--- src/rtl/packet_cutter.sv ---
// rtl/packet_cutter.sv - AXI4-Stream packet truncator with AXI4-Lite configuration registers
module packet_cutter #(
    parameter int C_S_AXIS_DATA_WIDTH  = 256,
    parameter int C_M_AXIS_DATA_WIDTH  = 256,
    parameter int C_S_AXIS_TUSER_WIDTH = 128,
    parameter int C_M_AXIS_TUSER_WIDTH = 128,
    parameter int HASH_WIDTH           = 128,
    parameter int C_S_AXI_ADDR_WIDTH   = 32,
    parameter int C_S_AXI_DATA_WIDTH   = 32
) (
    input  logic                                S_AXI_ACLK,
    input  logic                                S_AXI_ARESETN,
    input  logic [C_S_AXI_ADDR_WIDTH-1:0]       S_AXI_AWADDR,
    input  logic                                S_AXI_AWVALID,
    output logic                                S_AXI_AWREADY,
    input  logic [C_S_AXI_DATA_WIDTH-1:0]       S_AXI_WDATA,
    input  logic [C_S_AXI_DATA_WIDTH/8-1:0]     S_AXI_WSTRB,
    input  logic                                S_AXI_WVALID,
    output logic                                S_AXI_WREADY,
    output logic [1:0]                          S_AXI_BRESP,
    output logic                                S_AXI_BVALID,
    input  logic                                S_AXI_BREADY,
    input  logic [C_S_AXI_ADDR_WIDTH-1:0]       S_AXI_ARADDR,
    input  logic                                S_AXI_ARVALID,
    output logic                                S_AXI_ARREADY,
    output logic [C_S_AXI_DATA_WIDTH-1:0]       S_AXI_RDATA,
    output logic [1:0]                          S_AXI_RRESP,
    output logic                                S_AXI_RVALID,
    input  logic                                S_AXI_RREADY,
    input  logic [C_S_AXIS_DATA_WIDTH-1:0]      S_AXIS_TDATA,
    input  logic [C_S_AXIS_DATA_WIDTH/8-1:0]    S_AXIS_TSTRB,
    input  logic [C_S_AXIS_TUSER_WIDTH-1:0]     S_AXIS_TUSER,
    input  logic                                S_AXIS_TVALID,
    output logic                                S_AXIS_TREADY,
    input  logic                                S_AXIS_TLAST,
    output logic [C_M_AXIS_DATA_WIDTH-1:0]      M_AXIS_TDATA,
    output logic [C_M_AXIS_DATA_WIDTH/8-1:0]    M_AXIS_TSTRB,
    output logic [C_M_AXIS_TUSER_WIDTH-1:0]     M_AXIS_TUSER,
    output logic                                M_AXIS_TVALID,
    input  logic                                M_AXIS_TREADY,
    output logic                                M_AXIS_TLAST
);
    localparam int RW = C_S_AXI_DATA_WIDTH;
    localparam int SW = C_S_AXIS_DATA_WIDTH / 8;
    localparam int UNUSED_HASH_W = HASH_WIDTH;

    localparam logic [1:0] ST_IDLE = 2'd0;
    localparam logic [1:0] ST_PASS = 2'd1;
    localparam logic [1:0] ST_CUT  = 2'd2;
    localparam logic [1:0] ST_DROP = 2'd3;

    logic [RW-1:0] regs_q [4];
    logic          bvalid_q;
    logic          rvalid_q;
    logic [RW-1:0] rdata_q;
    logic          wr_en;
    logic          rd_en;
    logic [1:0]    waddr;
    logic [1:0]    raddr;

    logic unused_addr_bits;
    assign unused_addr_bits = &{1'b0, S_AXI_AWADDR[C_S_AXI_ADDR_WIDTH-1:4], S_AXI_AWADDR[1:0],
                                S_AXI_ARADDR[C_S_AXI_ADDR_WIDTH-1:4], S_AXI_ARADDR[1:0]};

    assign waddr = S_AXI_AWADDR[3:2];
    assign raddr = S_AXI_ARADDR[3:2];
    assign wr_en = S_AXI_AWVALID && S_AXI_WVALID && !bvalid_q;
    assign rd_en = S_AXI_ARVALID && !rvalid_q;

    assign S_AXI_AWREADY = wr_en;
    assign S_AXI_WREADY  = wr_en;
    assign S_AXI_BVALID  = bvalid_q;
    assign S_AXI_BRESP   = 2'b00;
    assign S_AXI_ARREADY = rd_en;
    assign S_AXI_RVALID  = rvalid_q;
    assign S_AXI_RDATA   = rdata_q;
    assign S_AXI_RRESP   = 2'b00;

    always_ff @(posedge S_AXI_ACLK or negedge S_AXI_ARESETN) begin
        if (!S_AXI_ARESETN) begin
            regs_q[0] <= '0;
            regs_q[1] <= '0;
            regs_q[2] <= '1;
            regs_q[3] <= '0;
            bvalid_q  <= 1'b0;
            rvalid_q  <= 1'b0;
            rdata_q   <= '0;
        end else begin
            if (wr_en) begin
                for (int i = 0; i < RW / 8; i++) begin
                    if (S_AXI_WSTRB[i]) regs_q[waddr][8*i +: 8] <= S_AXI_WDATA[8*i +: 8];
                end
                bvalid_q <= 1'b1;
            end else if (S_AXI_BREADY) begin
                bvalid_q <= 1'b0;
            end
            if (rd_en) begin
                rvalid_q <= 1'b1;
                rdata_q  <= regs_q[raddr];
            end else if (S_AXI_RREADY) begin
                rvalid_q <= 1'b0;
            end
        end
    end

    logic [1:0]    state_q, state_d;
    logic [15:0]   cnt_q, cnt_d;
    logic [RW-1:0] sh_words_q, sh_words_d;
    logic [RW-1:0] sh_strb_q, sh_strb_d;
    logic [15:0]   sh_bytes_q, sh_bytes_d;

    logic          s_hs;
    logic          cut_now;
    logic          cutting;
    logic          last_kept;
    logic [RW-1:0] eff_words;
    logic [RW-1:0] eff_strb;
    logic [15:0]   eff_bytes;
    logic [15:0]   idx;

    // First word decides using the live registers; later words use the shadow copies.
    assign cut_now   = regs_q[0][0] && (regs_q[3][15:0] < S_AXIS_TUSER[15:0]) && !S_AXIS_TLAST;
    assign cutting   = (state_q == ST_IDLE) ? cut_now : (state_q == ST_CUT);
    assign eff_words = (state_q == ST_IDLE) ? regs_q[1] : sh_words_q;
    assign eff_strb  = (state_q == ST_IDLE) ? regs_q[2] : sh_strb_q;
    assign eff_bytes = (state_q == ST_IDLE) ? regs_q[3][15:0] : sh_bytes_q;
    assign idx       = (state_q == ST_IDLE) ? 16'd0 : cnt_q;
    assign last_kept = cutting && (RW'(idx) == eff_words) && !S_AXIS_TLAST;

    assign S_AXIS_TREADY = (state_q == ST_DROP) ? 1'b1 : M_AXIS_TREADY;
    assign s_hs          = S_AXIS_TVALID && S_AXIS_TREADY;
    assign M_AXIS_TVALID = (state_q == ST_DROP) ? 1'b0 : S_AXIS_TVALID;
    assign M_AXIS_TDATA  = S_AXIS_TDATA;
    assign M_AXIS_TSTRB  = last_kept ? (S_AXIS_TSTRB & eff_strb[SW-1:0]) : S_AXIS_TSTRB;
    assign M_AXIS_TLAST  = S_AXIS_TLAST || last_kept;
    assign M_AXIS_TUSER  = cutting ? {S_AXIS_TUSER[C_S_AXIS_TUSER_WIDTH-1:16], eff_bytes}
                                   : S_AXIS_TUSER;

    always_comb begin
        state_d    = state_q;
        cnt_d      = cnt_q;
        sh_words_d = sh_words_q;
        sh_strb_d  = sh_strb_q;
        sh_bytes_d = sh_bytes_q;
        if (s_hs) begin
            cnt_d = (cnt_q == 16'hFFFF) ? cnt_q : cnt_q + 16'd1;
            case (state_q)
                ST_IDLE: begin
                    cnt_d      = 16'd1;
                    sh_words_d = regs_q[1];
                    sh_strb_d  = regs_q[2];
                    sh_bytes_d = regs_q[3][15:0];
                    if (S_AXIS_TLAST)   state_d = ST_IDLE;
                    else if (last_kept) state_d = ST_DROP;
                    else if (cut_now)   state_d = ST_CUT;
                    else                state_d = ST_PASS;
                end
                ST_PASS: if (S_AXIS_TLAST) state_d = ST_IDLE;
                ST_CUT: begin
                    if (S_AXIS_TLAST)   state_d = ST_IDLE;
                    else if (last_kept) state_d = ST_DROP;
                end
                default: if (S_AXIS_TLAST) state_d = ST_IDLE;
            endcase
        end
    end

    always_ff @(posedge S_AXI_ACLK or negedge S_AXI_ARESETN) begin
        if (!S_AXI_ARESETN) begin
            state_q    <= ST_IDLE;
            cnt_q      <= '0;
            sh_words_q <= '0;
            sh_strb_q  <= '1;
            sh_bytes_q <= '0;
        end else begin
            state_q    <= state_d;
            cnt_q      <= cnt_d;
            sh_words_q <= sh_words_d;
            sh_strb_q  <= sh_strb_d;
            sh_bytes_q <= sh_bytes_d;
        end
    end
endmodule

--- config.mk ---
export PLATFORM = sky130hd
export DESIGN_NAME = packet_cutter
export DESIGN_NICKNAME = d
export VERILOG_FILES = /design/src/rtl/packet_cutter.sv
export SDC_FILE = /design/constraint.sdc
export NUM_CORES = 1
export LEC_CHECK = 0
export ABC_CLOCK_PERIOD_IN_PS = 3700
export BUFFER_PORTS_ARGS = -buffer_cell sky130_fd_sc_hd__buf_2
export CAP_MARGIN = 20
export CORE_AREA = 8 8 378 380
export DETAILED_ROUTE_END_ITERATION = 16
export DIE_AREA = 0 0 386 388
export MAX_ROUTING_LAYER = met4
export PLACE_DENSITY = 0.31
export SKIP_LAST_GASP = 1
export SLEW_MARGIN = 20
export SYNTH_ARGS = -nofsm -noshare
export SYNTH_HDL_FRONTEND = slang
export SYNTH_SLANG_ARGS = --single-unit
--- constraint.sdc ---
create_clock -name S_AXI_ACLK -period 3.7 [get_ports S_AXI_ACLK]
set_input_delay 0.925 -clock S_AXI_ACLK [delete_from_list [all_inputs] [get_ports S_AXI_ACLK]]
set_output_delay 0.925 -clock S_AXI_ACLK [all_outputs]
set_load 0.02 [all_outputs]
==> impl_metrics.py <==
metrics = {
    "outcome": {
        "status": "finished with violations",
        "violations": "setup timing",
    },
    "floorplanning": {
        "core_um2": 137000,
        "top_level_ports": 986,
        "die-area_um2": 150000,
        "start_util_pct": 11.2,
        "die_width_um": 386,
        "die_h_um": 388,
        "rows": 136,
    },
    "synthesis": {
        "avgSynthCellArea_um2": 11.3,
        "syn_inst": 1352,
        "synth_warnings": 0,
        "yosysTopAreaCellShare_pct": 32.1,
        "synthTopCellsByArea": "dfrtp_1 (32%), buf_4 (18%), mux2_2 (17%)",
        "ys_seq_elements": 260,
        "syn_area_um2": 15300,
        "synthXorXnorAreaFrac_pct": 0.746,
        "synth-compound-area-share_pct": 4.56,
        "synth.most_common_cell": "buf_4",
        "yosysSeqAreaShare_pct": 43.1,
        "synth_edf_count": 0,
        "synth_ff_type": "dfrtp_1",
        "synthDistinctLibCells": 50,
        "synth_top_family_by_area": "multiplexers",
        "synth_area_leader_cell": "dfrtp_1",
        "synthArstFlopShare_pct": 100,
        "yosys-top-cells-count": "buf_4 (374), mux2_2 (237), dfrtp_1 (196)",
        "yosys.area_share.adder_pct": 1.31,
        "yosys.area_share.simple_pct": 5.87,
        "synthMuxAreaShare_pct": 23.3,
    },
    "clock_network": {
        "htreeDepth": 1,
        "cts_buffer_depth": 3,
        "cts-root-buf": "clkbuf_16",
        "numCtsBuffers": 31,
        "clk_pin_slew_ns": 0.06,
        "cts.sinks": 260,
        "cts_tree": "done",
        "clock_latency_ns": 0.61,
    },
    "critical_path": {
        "crit_arrival_ns": 3.21,
        "crit_path_start_kind": "input pin",
        "r2r_cells": 5,
        "cp-end-kind": "output pin",
        "worstSetupPathType": "input pin to output pin",
        "required_ns": 2.77,
        "cp_max_fo": 7,
    },
    "place": {
        "place_hpwl_um": 91900,
        "port_buffers": 185,
        "place_ws_ns": -0.493,
        "dp.cells": 3014,
        "place_congestion": 0.833,
        "dpl-instance-area_um2": 16400,
    },
    "timing": {
        "tightest_slew_ns": 0.777,
        "setup_viol": 49,
        "fin_skew_ns": 0.0368,
        "worst_slack_ns": -0.435,
        "fmax_ghz": 0.242,
        "min_period_ns": 4.14,
        "fin_crit_sh_pct": 112,
        "slew_headroom_pct": 48.0,
        "grt_setup_unrepaired": "true",
        "maxSlewViolCount": 0,
        "hold_ws_ns": 0.297,
        "hold_viol": 0,
        "fin_setup_tns_ns": -15.01,
    },
    "final_layout": {
        "multi_input_area_um2": 6090,
        "syn_to_final_growth_pct": 21.5,
        "drive_above_1_share_pct": 58.7,
        "nets": 1816,
        "n_fill_cell": 15300,
        "fin_area_um2": 18600,
        "stdcell_count": 3113,
        "post-route-util_pct": 13.6,
        "seq_area_um2": 6590,
    },
    "drt": {
        "drt-pass1-iter-count": 4,
        "wl_met2_um": 48200,
        "met3_length_um": 26500,
        "wl_met1_um": 28800,
        "wl_per_cell_um": 34.0,
        "routed_wl_um": 106000,
        "vias_per_cell": 3.19,
        "antenna_left": 0,
        "vias": 9923,
        "drc": 0,
        "drt_first_iter_violations": 376,
        "maxUsedRoutingLayer": "met4",
    },
    "global_route": {
        "grt_usage_pct": 13.8,
        "grt_pass1_wl_um": 131000,
        "grt_max_degree": 64,
        "overflow": 0,
        "grt_pass1_vias": 10800,
        "grt_antenna_before_repair": 26,
    },
    "pwr": {
        "peakVddDrop_mv": 0.375,
        "p_per_area_nw_per_um2": 675,
        "p_total_mw": 12.5,
        "p_leak_nw": 7.55,
    },
    "min_path": {
        "hp-class": "input pin to asynchronous set/reset pin",
    },
    "job": {
        "drv_cap": 0,
    },
}
-- logic make-up (layout without fill, tap and decap cells) --
family	count (synthesis)	after routing
fa+ha+maj	16	16
xor+xnor	13	13
compound gates	103	103
flops	260	260
mux	286	286
other cells	1	24
buf+inv	475	419
simple gates	198	198
-- per-layer routing --
metal  vias to the layer above  global-route usage (%)
li1                       4182                       -
met1                      4874                    10.8
met2                       741                    21.7
met3                       126                    15.2
met4                         0                    2.81
met5                         -                       -
-- worst max-delay path, cell delays in order --
cell       delay, ns
buf_2           0.12
inv_1           0.09
ha_4            0.20
a2111o_1        0.42
a21oi_2         0.23
o21ai_2         0.12
a2111oi_4       0.31
buf_6           0.15
buf_12          0.16
clkbuf_16       0.21
a31oi_1         0.08
buf_2           0.16
-- sequential cells by signal (all words and copies together), names as in the netlist --
signal	flops
state_q	2
sh_words_q	32
S_AXI_RVALID	1
regs_q	128
cnt_q	16
S_AXI_RDATA	32
sh_bytes_q	16
sh_strb_q	32
S_AXI_BVALID	1
-- path summary, 6_finish.rpt --
check	slack, ns	from	to
max	-0.44	S_AXIS_TUSER[1]	M_AXIS_TSTRB[20]
min	0.30	S_AXI_ARESETN	S_AXI_RVALID
max reg2reg	1.10	state_q[1]	sh_words_q[23]
min reg2reg	0.50	S_AXI_RDATA[14]	S_AXI_RDATA[14]
max in group asynchronous	2.57	S_AXI_ARESETN	sh_strb_q[2]
min in group S_AXI_ACLK	0.50	S_AXI_RDATA[14]	S_AXI_RDATA[14]
-- final cells by class --
| cell class | instances | area share (%) |
|---|---|---|
| timing repair buffer | 300 | 12.3 |
| tap | 1794 | 12.1 |
| multi-input combinational | 620 | 32.9 |
| sequential | 260 | 35.5 |
| antenna | 20 | 0.270 |
| clock buffer | 50 | 5.21 |
| inverter | 61 | 1.25 |
| clock inverter | 8 | 0.499 |
-- cells in the final DEF, fill, tap and decap left out, types with 4 or more instances in the layout --
cell,instances
inv_1,60
a31oi_2,4
dfstp_2,64
nand2_1,82
nand3_2,12
a2111o_1,4
ha_1,13
clkbuf_16,32
a21oi_1,10
nor2_1,37
a31oi_4,11
mux4_2,32
xnor2_1,11
clkbuf_8,12
buf_2,152
dfrtp_1,192
nor4_2,4
clkbuf_1,7
o21ai_4,14
conb_1,4
nor3_1,4
mux2_2,237
nand3_1,18
o21ai_0,12
diode_2,20
buf_6,37
buf_4,88
nand2b_1,4
buf_12,15
buf_8,6
o22ai_1,5
mux2i_1,17
a31oi_1,17
nor4_1,7
nor2b_1,5
dfrtp_2,4
nand4_1,4
-- power breakdown --
group / total [mW] / leakage, nW / switching (mW) / internal, mW
Sequential: 4.79 / 3.15 / 0.794 / 4.00
Clock: 3.20 / 0.523 / 1.34 / 1.86
Combinational: 4.53 / 3.88 / 2.46 / 2.07
Total: 12.5 / 7.55 / 4.60 / 7.93
-- timing repair --
| item | in CTS | in global routing |
|---|---|---|
| hold buffers | 0 | 0 |
| endpoints found under the setup margin | 49 | 49 |
| pin swaps | 26 | 10 |
| resized for setup | 131 | 63 |
| buffers inserted | 15 | 9 |
| cloned | 4 | 1 |
No activity file was read; power rests on OpenSTA's default activity.
